`src/rtl/div_fp64_iter.sv`:
```
// Iterative IEEE-754 binary64 divider (DAZ/FTZ), one quotient bit per cycle.
// Latency: result and flags qualified by a one-cycle valid, 58 cycles after operand accept.
// Backpressure: none; en is ignored while busy and during the valid cycle.
//
// Ports:
//   clock, reset        : rising-edge clock, asynchronous active-high reset
//   en, rm, src1, src2  : operand strobe, rounding mode, dividend, divisor
//   busy                : operation in flight (DIV/ROUND)
//   valid               : one-cycle pulse qualifying result/nv/dz/of
//   result, nv, dz, of  : quotient and invalid / divide-by-zero / overflow flags
module div_fp64_iter #(
   parameter int LATENCY = 58
) (
   input  logic        clock,
   input  logic        reset,
   input  logic        en,
   input  logic [2:0]  rm,
   input  logic [63:0] src1,
   input  logic [63:0] src2,
   output logic        busy,
   output logic        valid,
   output logic [63:0] result,
   output logic        nv,
   output logic        dz,
   output logic        of
);

   localparam logic [1:0] IDLE  = 2'd0;
   localparam logic [1:0] DIV   = 2'd1;
   localparam logic [1:0] ROUND = 2'd2;
   localparam logic [1:0] DONE  = 2'd3;

   localparam logic [2:0] RM_RTE = 3'b000;
   localparam logic [2:0] RM_RTZ = 3'b001;
   localparam logic [2:0] RM_RDN = 3'b010;
   localparam logic [2:0] RM_RUP = 3'b011;
   localparam logic [2:0] RM_RMM = 3'b100;

   // Accept and ROUND each take one edge; the rest of the latency is quotient bits.
   localparam int         DIV_CYCLES = LATENCY - 2;
   localparam logic [5:0] DIV_LAST   = 6'(DIV_CYCLES - 1);

   localparam logic [63:0] CANON_NAN = 64'h7FF8_0000_0000_0000;

   logic [1:0]  state;
   logic [5:0]  cnt;
   logic [2:0]  rm_q;
   logic [63:0] a_q;
   logic [63:0] b_q;
   logic [53:0] rem;
   logic [55:0] quo;

   // Restoring division step
   logic [53:0] divisor;
   logic        q_bit;
   logic [53:0] diff;
   logic [53:0] rem_nxt;

   assign divisor = {2'b01, b_q[51:0]};
   assign q_bit   = (rem >= divisor);
   assign diff    = q_bit ? (rem - divisor) : rem;
   // diff < divisor < 2^53, so the shift never loses a set bit
   assign rem_nxt = diff << 1;

   // Operand classification (subnormals are treated as zero)
   logic a_exp_max, b_exp_max, a_frac_nz, b_frac_nz;
   logic a_nan, b_nan, a_snan, b_snan, a_inf, b_inf, a_zero, b_zero;

   assign a_exp_max = &a_q[62:52];
   assign b_exp_max = &b_q[62:52];
   assign a_frac_nz = |a_q[51:0];
   assign b_frac_nz = |b_q[51:0];
   assign a_nan     = a_exp_max & a_frac_nz;
   assign b_nan     = b_exp_max & b_frac_nz;
   assign a_snan    = a_nan & ~a_q[51];
   assign b_snan    = b_nan & ~b_q[51];
   assign a_inf     = a_exp_max & ~a_frac_nz;
   assign b_inf     = b_exp_max & ~b_frac_nz;
   assign a_zero    = ~|a_q[62:52];
   assign b_zero    = ~|b_q[62:52];

   // Normalise / round / pack
   logic               sign;
   logic signed [12:0] exp_raw, exp_n, exp_f;
   logic [52:0]        mant;
   logic               g, r, s, inexact, inc;
   logic [53:0]        mant_r;
   logic [51:0]        frac;
   logic [63:0]        zero_val, inf_val, max_val;
   logic [63:0]        res_c;
   logic               nv_c, dz_c, of_c;

   always_comb begin
      sign     = a_q[63] ^ b_q[63];
      zero_val = {sign, 63'd0};
      inf_val  = {sign, 11'h7FF, 52'd0};
      max_val  = {sign, 11'h7FE, {52{1'b1}}};
      exp_raw  = $signed({2'b00, a_q[62:52]}) - $signed({2'b00, b_q[62:52]}) + 13'sd1023;

      // Quotient MSB is the integer bit; if clear, the value is in [0.5,1).
      if (quo[55]) begin
         mant  = quo[55:3];
         g     = quo[2];
         r     = quo[1];
         s     = quo[0] | (|rem);
         exp_n = exp_raw;
      end else begin
         mant  = quo[54:2];
         g     = quo[1];
         r     = quo[0];
         s     = |rem;
         exp_n = exp_raw - 13'sd1;
      end
      inexact = g | r | s;

      case (rm_q)
         RM_RTZ:  inc = 1'b0;
         RM_RDN:  inc = sign & inexact;
         RM_RUP:  inc = ~sign & inexact;
         RM_RMM:  inc = g;
         default: inc = g & (r | s | mant[0]);
      endcase

      mant_r = {1'b0, mant} + 54'(inc);
      if (mant_r[53]) begin
         frac  = mant_r[52:1];
         exp_f = exp_n + 13'sd1;
      end else begin
         frac  = mant_r[51:0];
         exp_f = exp_n;
      end

      res_c = {sign, exp_f[10:0], frac};
      nv_c  = 1'b0;
      dz_c  = 1'b0;
      of_c  = 1'b0;

      if (a_nan | b_nan) begin
         res_c = CANON_NAN;
         nv_c  = a_snan | b_snan;
      end else if ((a_inf & b_inf) | (a_zero & b_zero)) begin
         res_c = CANON_NAN;
         nv_c  = 1'b1;
      end else if (a_inf) begin
         res_c = inf_val;
      end else if (b_inf | a_zero) begin
         res_c = zero_val;
      end else if (b_zero) begin
         res_c = inf_val;
         dz_c  = 1'b1;
      end else if (exp_f >= 13'sd2047) begin
         of_c = 1'b1;
         case (rm_q)
            RM_RTZ:  res_c = max_val;
            RM_RDN:  res_c = sign ? inf_val : max_val;
            RM_RUP:  res_c = sign ? max_val : inf_val;
            default: res_c = inf_val;
         endcase
      end else if (exp_f <= 13'sd0) begin
         res_c = zero_val;
      end
   end

   always_ff @(posedge clock or posedge reset) begin
      if (reset) begin
         state  <= IDLE;
         cnt    <= '0;
         rm_q   <= '0;
         a_q    <= '0;
         b_q    <= '0;
         rem    <= '0;
         quo    <= '0;
         result <= '0;
         nv     <= 1'b0;
         dz     <= 1'b0;
         of     <= 1'b0;
      end else begin
         case (state)
            IDLE: begin
               if (en) begin
                  rm_q  <= rm;
                  a_q   <= src1;
                  b_q   <= src2;
                  rem   <= {2'b01, src1[51:0]};
                  quo   <= '0;
                  cnt   <= '0;
                  state <= DIV;
               end
            end
            DIV: begin
               rem <= rem_nxt;
               quo <= {quo[54:0], q_bit};
               cnt <= cnt + 6'd1;
               if (cnt == DIV_LAST) state <= ROUND;
            end
            ROUND: begin
               result <= res_c;
               nv     <= nv_c;
               dz     <= dz_c;
               of     <= of_c;
               state  <= DONE;
            end
            default: state <= IDLE;
         endcase
      end
   end

   assign busy  = (state == DIV) || (state == ROUND);
   assign valid = (state == DONE);

endmodule

```
`config.mk`:
```
export PLATFORM = sky130hd
export DESIGN_NAME = div_fp64_iter
export DESIGN_NICKNAME = d
export VERILOG_FILES = /design/src/rtl/div_fp64_iter.sv
export SDC_FILE = /design/constraint.sdc
export NUM_CORES = 1
export LEC_CHECK = 0
export CORE_MARGIN = 2
export CORE_UTILIZATION = 55
export DETAILED_ROUTE_END_ITERATION = 7
export DONT_BUFFER_PORTS = 1
export PLACE_DENSITY = 0.75
export REMOVE_ABC_BUFFERS = 1
export SYNTH_ARGS = -nofsm -noshare
export SYNTH_HDL_FRONTEND = slang
export SYNTH_SLANG_ARGS = --single-unit
```
`constraint.sdc`:
```
create_clock -name clock -period 17.8 [get_ports clock]
set_input_delay 3.56 -clock clock [delete_from_list [all_inputs] [get_ports clock]]
set_output_delay 3.56 -clock clock [all_outputs]
set_load 0.05 [all_outputs]
```
==> out/results.env <==
SYNTHCELLS=2399
DETAIL_ROUTE.DRC_VIOLATIONS=0
FLOORPLAN.INITIALDENSITY_PCT=55.6
WORSTSETUPSTARTPOINTTYPE='flop'
SEQ_AREA_FRAC_SYNTH_PCT=36.9
FINALHOLDVIOLCOUNT=0
SLEW_HEADROOM_PCT=20.6
SYNTH-MAIN-FF-CELL='sky130_fd_sc_hd__dfrtp_1'
YOSYS.CELL_COUNT.TOP_TYPE='sky130_fd_sc_hd__dfrtp_1'
TIMING.FINAL.MAX_SLEW_VIOLATIONS=0
GLOBAL_ROUTE.USAGE.TOTAL_PCT=30.5
SYNTHESIS.AREA_PER_INSTANCE_SQ_UM=8.93
GRT_REMAINING_OVERFLOW=0
FP.DIEW_MICRONS=201
FINALCRITICALPERIOD_PS=7510
POST_SYNTH_INSTANCE_AREA_SQ_MM=0.0214
FIRST_DRT_PASS_ITERATION_COUNT=5
CTS.REPORTEDPATHS.CLKPINSLEW_PS=60
VIASPERCELL=6.53
NUMBER_OF_GLOBAL_ROUTE_VIAS_BEFORE_REPAIR=18094
LAYOUT-DRIVE-GT1-SHARE_PCT=11.9
CTS_ROOT_BUFFER='sky130_fd_sc_hd__clkbuf_16'
PATH_BUF_INV=2
DOMINANT_CELL_TYPE_BY_AREA_AFTER_SYNTHESIS='sky130_fd_sc_hd__dfrtp_1'
POST_CTS_RESIZED=0
DETAILED_PLACE_HPWL_MICRONS=44400
PLACEMENT_ROWS=72
AREA_DELTA_SYNTH_FINAL_PCT=6.81
FINALSETUPVIOLCOUNT=0
DETAILEDROUTE.FIRSTITERATIONVIOLATIONS=1373
CTS_TREE='yes'
UNREPAIRED_SETUP_ENDPOINTS_AFTER_GLOBAL_ROUTING='false'
DR_TOTAL_VIAS=18648
CP_TOP_DELAY_FAMILY='simple AND/OR/NAND/NOR gates'
SYNTH_ENABLE_FLOP_CELLS=0
TIMING.CRITICAL_PATH.SLOWEST_CELL_DELAY_PS=1030
CP_CELL_SEQUENCE='ha_1 -> nand4_1 -> nor3_1 -> and3b_1 -> nand3_1 -> inv_1 -> a31oi_1 -> a21oi_1 -> ha_1 -> nand2_1 -> a2111oi_4 -> nand4_2 -> or4_4 -> or4_1 -> nor2_2 -> o2111a_1 -> a311o_1 -> nand4_1 -> a21boi_4 -> buf_4 -> a31o_2 -> o22ai_1'
WORST_SETUP_SKEW_AFTER_LAYOUT_PS=31.9
SYNTH_TOP_CELL_AREA_SHARE_PCT=36.9
CP_SLOWEST_CELL='sky130_fd_sc_hd__a31o_2'
SYNTH.DISTINCT_CELLS=89
NUMBER_OF_HOLD_BUFFERS_ADDED_AFTER_CTS=0
CTS_MAX_LEVEL=2
POST-ROUTE-PERIOD-UTIL_PCT=42.2
WORSTPATHREQUIRED_PS=18180
STATUS='finished clean'
NUMCLOCKSINKS=316
MEAN_ROUTED_WIRELENGTH_PER_CELL_MICRONS=22.0
INITIAL_ANTENNA_VIOLATION_COUNT=6
TIMING.SETUP.CRITICAL_PATH_CLASS='reg -> reg'
NNETSFINAL=2518
DIE_AREA_SQ_MM=0.0406
CRITICAL_PATH.MAX_FANOUT=58
NETLIST_TOP_CELLS_COUNT='sky130_fd_sc_hd__dfrtp_1, sky130_fd_sc_hd__inv_1, sky130_fd_sc_hd__nand2_1'
ENDPOINT_KIND='flop'
ANTENNA_VIOLATING_NETS_POST_ROUTE=0
DESIGN.CORE.AREA_SQ_MM=0.0386
DIE_HEIGHT_MICRONS=201
SYNTHESIS_STAGE_REGISTER_BIT_COUNT=316
SYNTH-ASYNC-RESET-RATIO_PCT=100
TOTALNEGATIVESETUPSLACK_PS=0
ARRIVAL_PS=7890
FLOORPLAN.IO_PINS=203
MAX-CLOCK-PATH-BUFFERS=3
CTS_INSERTED_BUFFERS=37
FIRST_PASS_GRT_WIRE_LENGTH_MICRONS=99800
MAX_CAP_VIOL_COUNT=0
TIMING.FMAX_MHz=133
SYNTH.TOP_CELLS.BY_AREA='sky130_fd_sc_hd__dfrtp_1, sky130_fd_sc_hd__mux2_2, sky130_fd_sc_hd__ha_1'
CLKLATENCYLATEPIN_PS=570
PORT-BUFFER-COUNT=0
YS.WARNINGS.COUNT=0
HOLDCRITPATHCLASS='reg -> reg'
ROUTED_WIRELENGTH_MICRONS=62800
GPL_CONGESTION=0.990
WORST-SLEW-PIN-TRANSITION_PS=1190
POST_CTS_BUFFERS=0
GRT_MAX_DEGREE=186
## layout make-up
cell class | instances | area, sq um
Antenna cell | 6 | 15.0
Fill cell | 3452 | 15700
Clock buffer | 51 | 1070
Multi-Input combinational cell | 1762 | 12300
Clock inverter | 12 | 131
Inverter | 172 | 653
Tap cell | 518 | 648
Sequential cell | 316 | 7910
Timing Repair Buffer | 20 | 163
## path summary, 6_finish.rpt
| check | from | to | slack [ps] | depth (start not counted) |
|---|---|---|---|---|
| worst max-delay path | rem[23] | result[40] | 10290 | 22 |
| worst min-delay path | a_q[0] | a_q[0] | 510 | 1 |
| worst max register to register | rem[23] | result[40] | 10290 | 22 |
| worst min register to register | a_q[0] | a_q[0] | 510 | 1 |
| max in group asynchronous | reset | result[61] | 13210 | 2 |
| min in group asynchronous | reset | a_q[12] | 3010 | 1 |
## placed cells by master, fill, tap and decap left out, types with 14 or more instances in the layout
cell / n
sky130_fd_sc_hd__nor4_1: 67
sky130_fd_sc_hd__a21oi_1: 163
sky130_fd_sc_hd__nand4_1: 44
sky130_fd_sc_hd__and3_1: 20
sky130_fd_sc_hd__nand2b_1: 23
sky130_fd_sc_hd__or3_1: 17
sky130_fd_sc_hd__mux2_2: 140
sky130_fd_sc_hd__xnor2_1: 57
sky130_fd_sc_hd__a21o_1: 43
sky130_fd_sc_hd__a22oi_1: 53
sky130_fd_sc_hd__nand2_1: 167
sky130_fd_sc_hd__dfrtp_1: 315
sky130_fd_sc_hd__clkbuf_16: 39
sky130_fd_sc_hd__a211oi_1: 29
sky130_fd_sc_hd__buf_4: 19
sky130_fd_sc_hd__inv_1: 171
sky130_fd_sc_hd__mux2i_1: 45
sky130_fd_sc_hd__o211ai_1: 15
sky130_fd_sc_hd__a31oi_1: 19
sky130_fd_sc_hd__nor2b_1: 23
sky130_fd_sc_hd__o21bai_1: 14
sky130_fd_sc_hd__ha_1: 72
sky130_fd_sc_hd__o21ai_0: 109
sky130_fd_sc_hd__and2_1: 14
sky130_fd_sc_hd__a22o_1: 35
sky130_fd_sc_hd__o22ai_1: 74
sky130_fd_sc_hd__xor2_1: 47
sky130_fd_sc_hd__nor3_1: 63
sky130_fd_sc_hd__nand3_1: 64
sky130_fd_sc_hd__nor2_1: 148
## cell families (layout without fill, tap and decap cells)
family	count (synthesis)	count (layout)	synth area share, %
muxes	185	185	9.46
adders and majority gates	75	75	4.45
AOI/OAI and AO/OA	695	695	22.3
other	0	6	0
buffers and inverters	321	255	6.09
xor gates and xnor gates	106	106	4.44
DFF	316	316	36.9
and+or+nand+nor	701	701	16.4
## stage by stage
step	worst slack [ps]	std cells	utilization, %	hold WS (ps)	area [sq um]
floorplan	5500	2250	-	473	20800
global placement	10610	2788	56.2	488	21700
detailed placement	10370	2788	56.2	495	21700
CTS	10350	2851	59.3	510	22900
global route	9690	2855	59.4	523	22900
finish	10290	2857	59.4	508	22900
## flip-flops by register name, summed over array words and instances (netlist names)
register  flops
rem          54
result       64
dz            1
b_q          64
rm_q          3
state         2
of            1
nv            1
cnt           6
quo          56
a_q          64
## per-layer routing
| metal | up-vias | share of wire [%] | wire [microns] | track usage [%] |
|---|---|---|---|---|
| met4 | 2 | 4.0 | 2510 | 13.3 |
| li1 | 8636 | - | - | - |
| met2 | 745 | 48 | 30200 | 50.8 |
| met1 | 9102 | 41 | 25800 | 39.2 |
| met3 | 163 | 6.9 | 4330 | 5.25 |
| met5 | - | 0.022 | 14 | 0 |
Power is left out: the tool's default activity adds up to more than one toggle a clock period on the data nets, which glitch-free logic cannot reach.
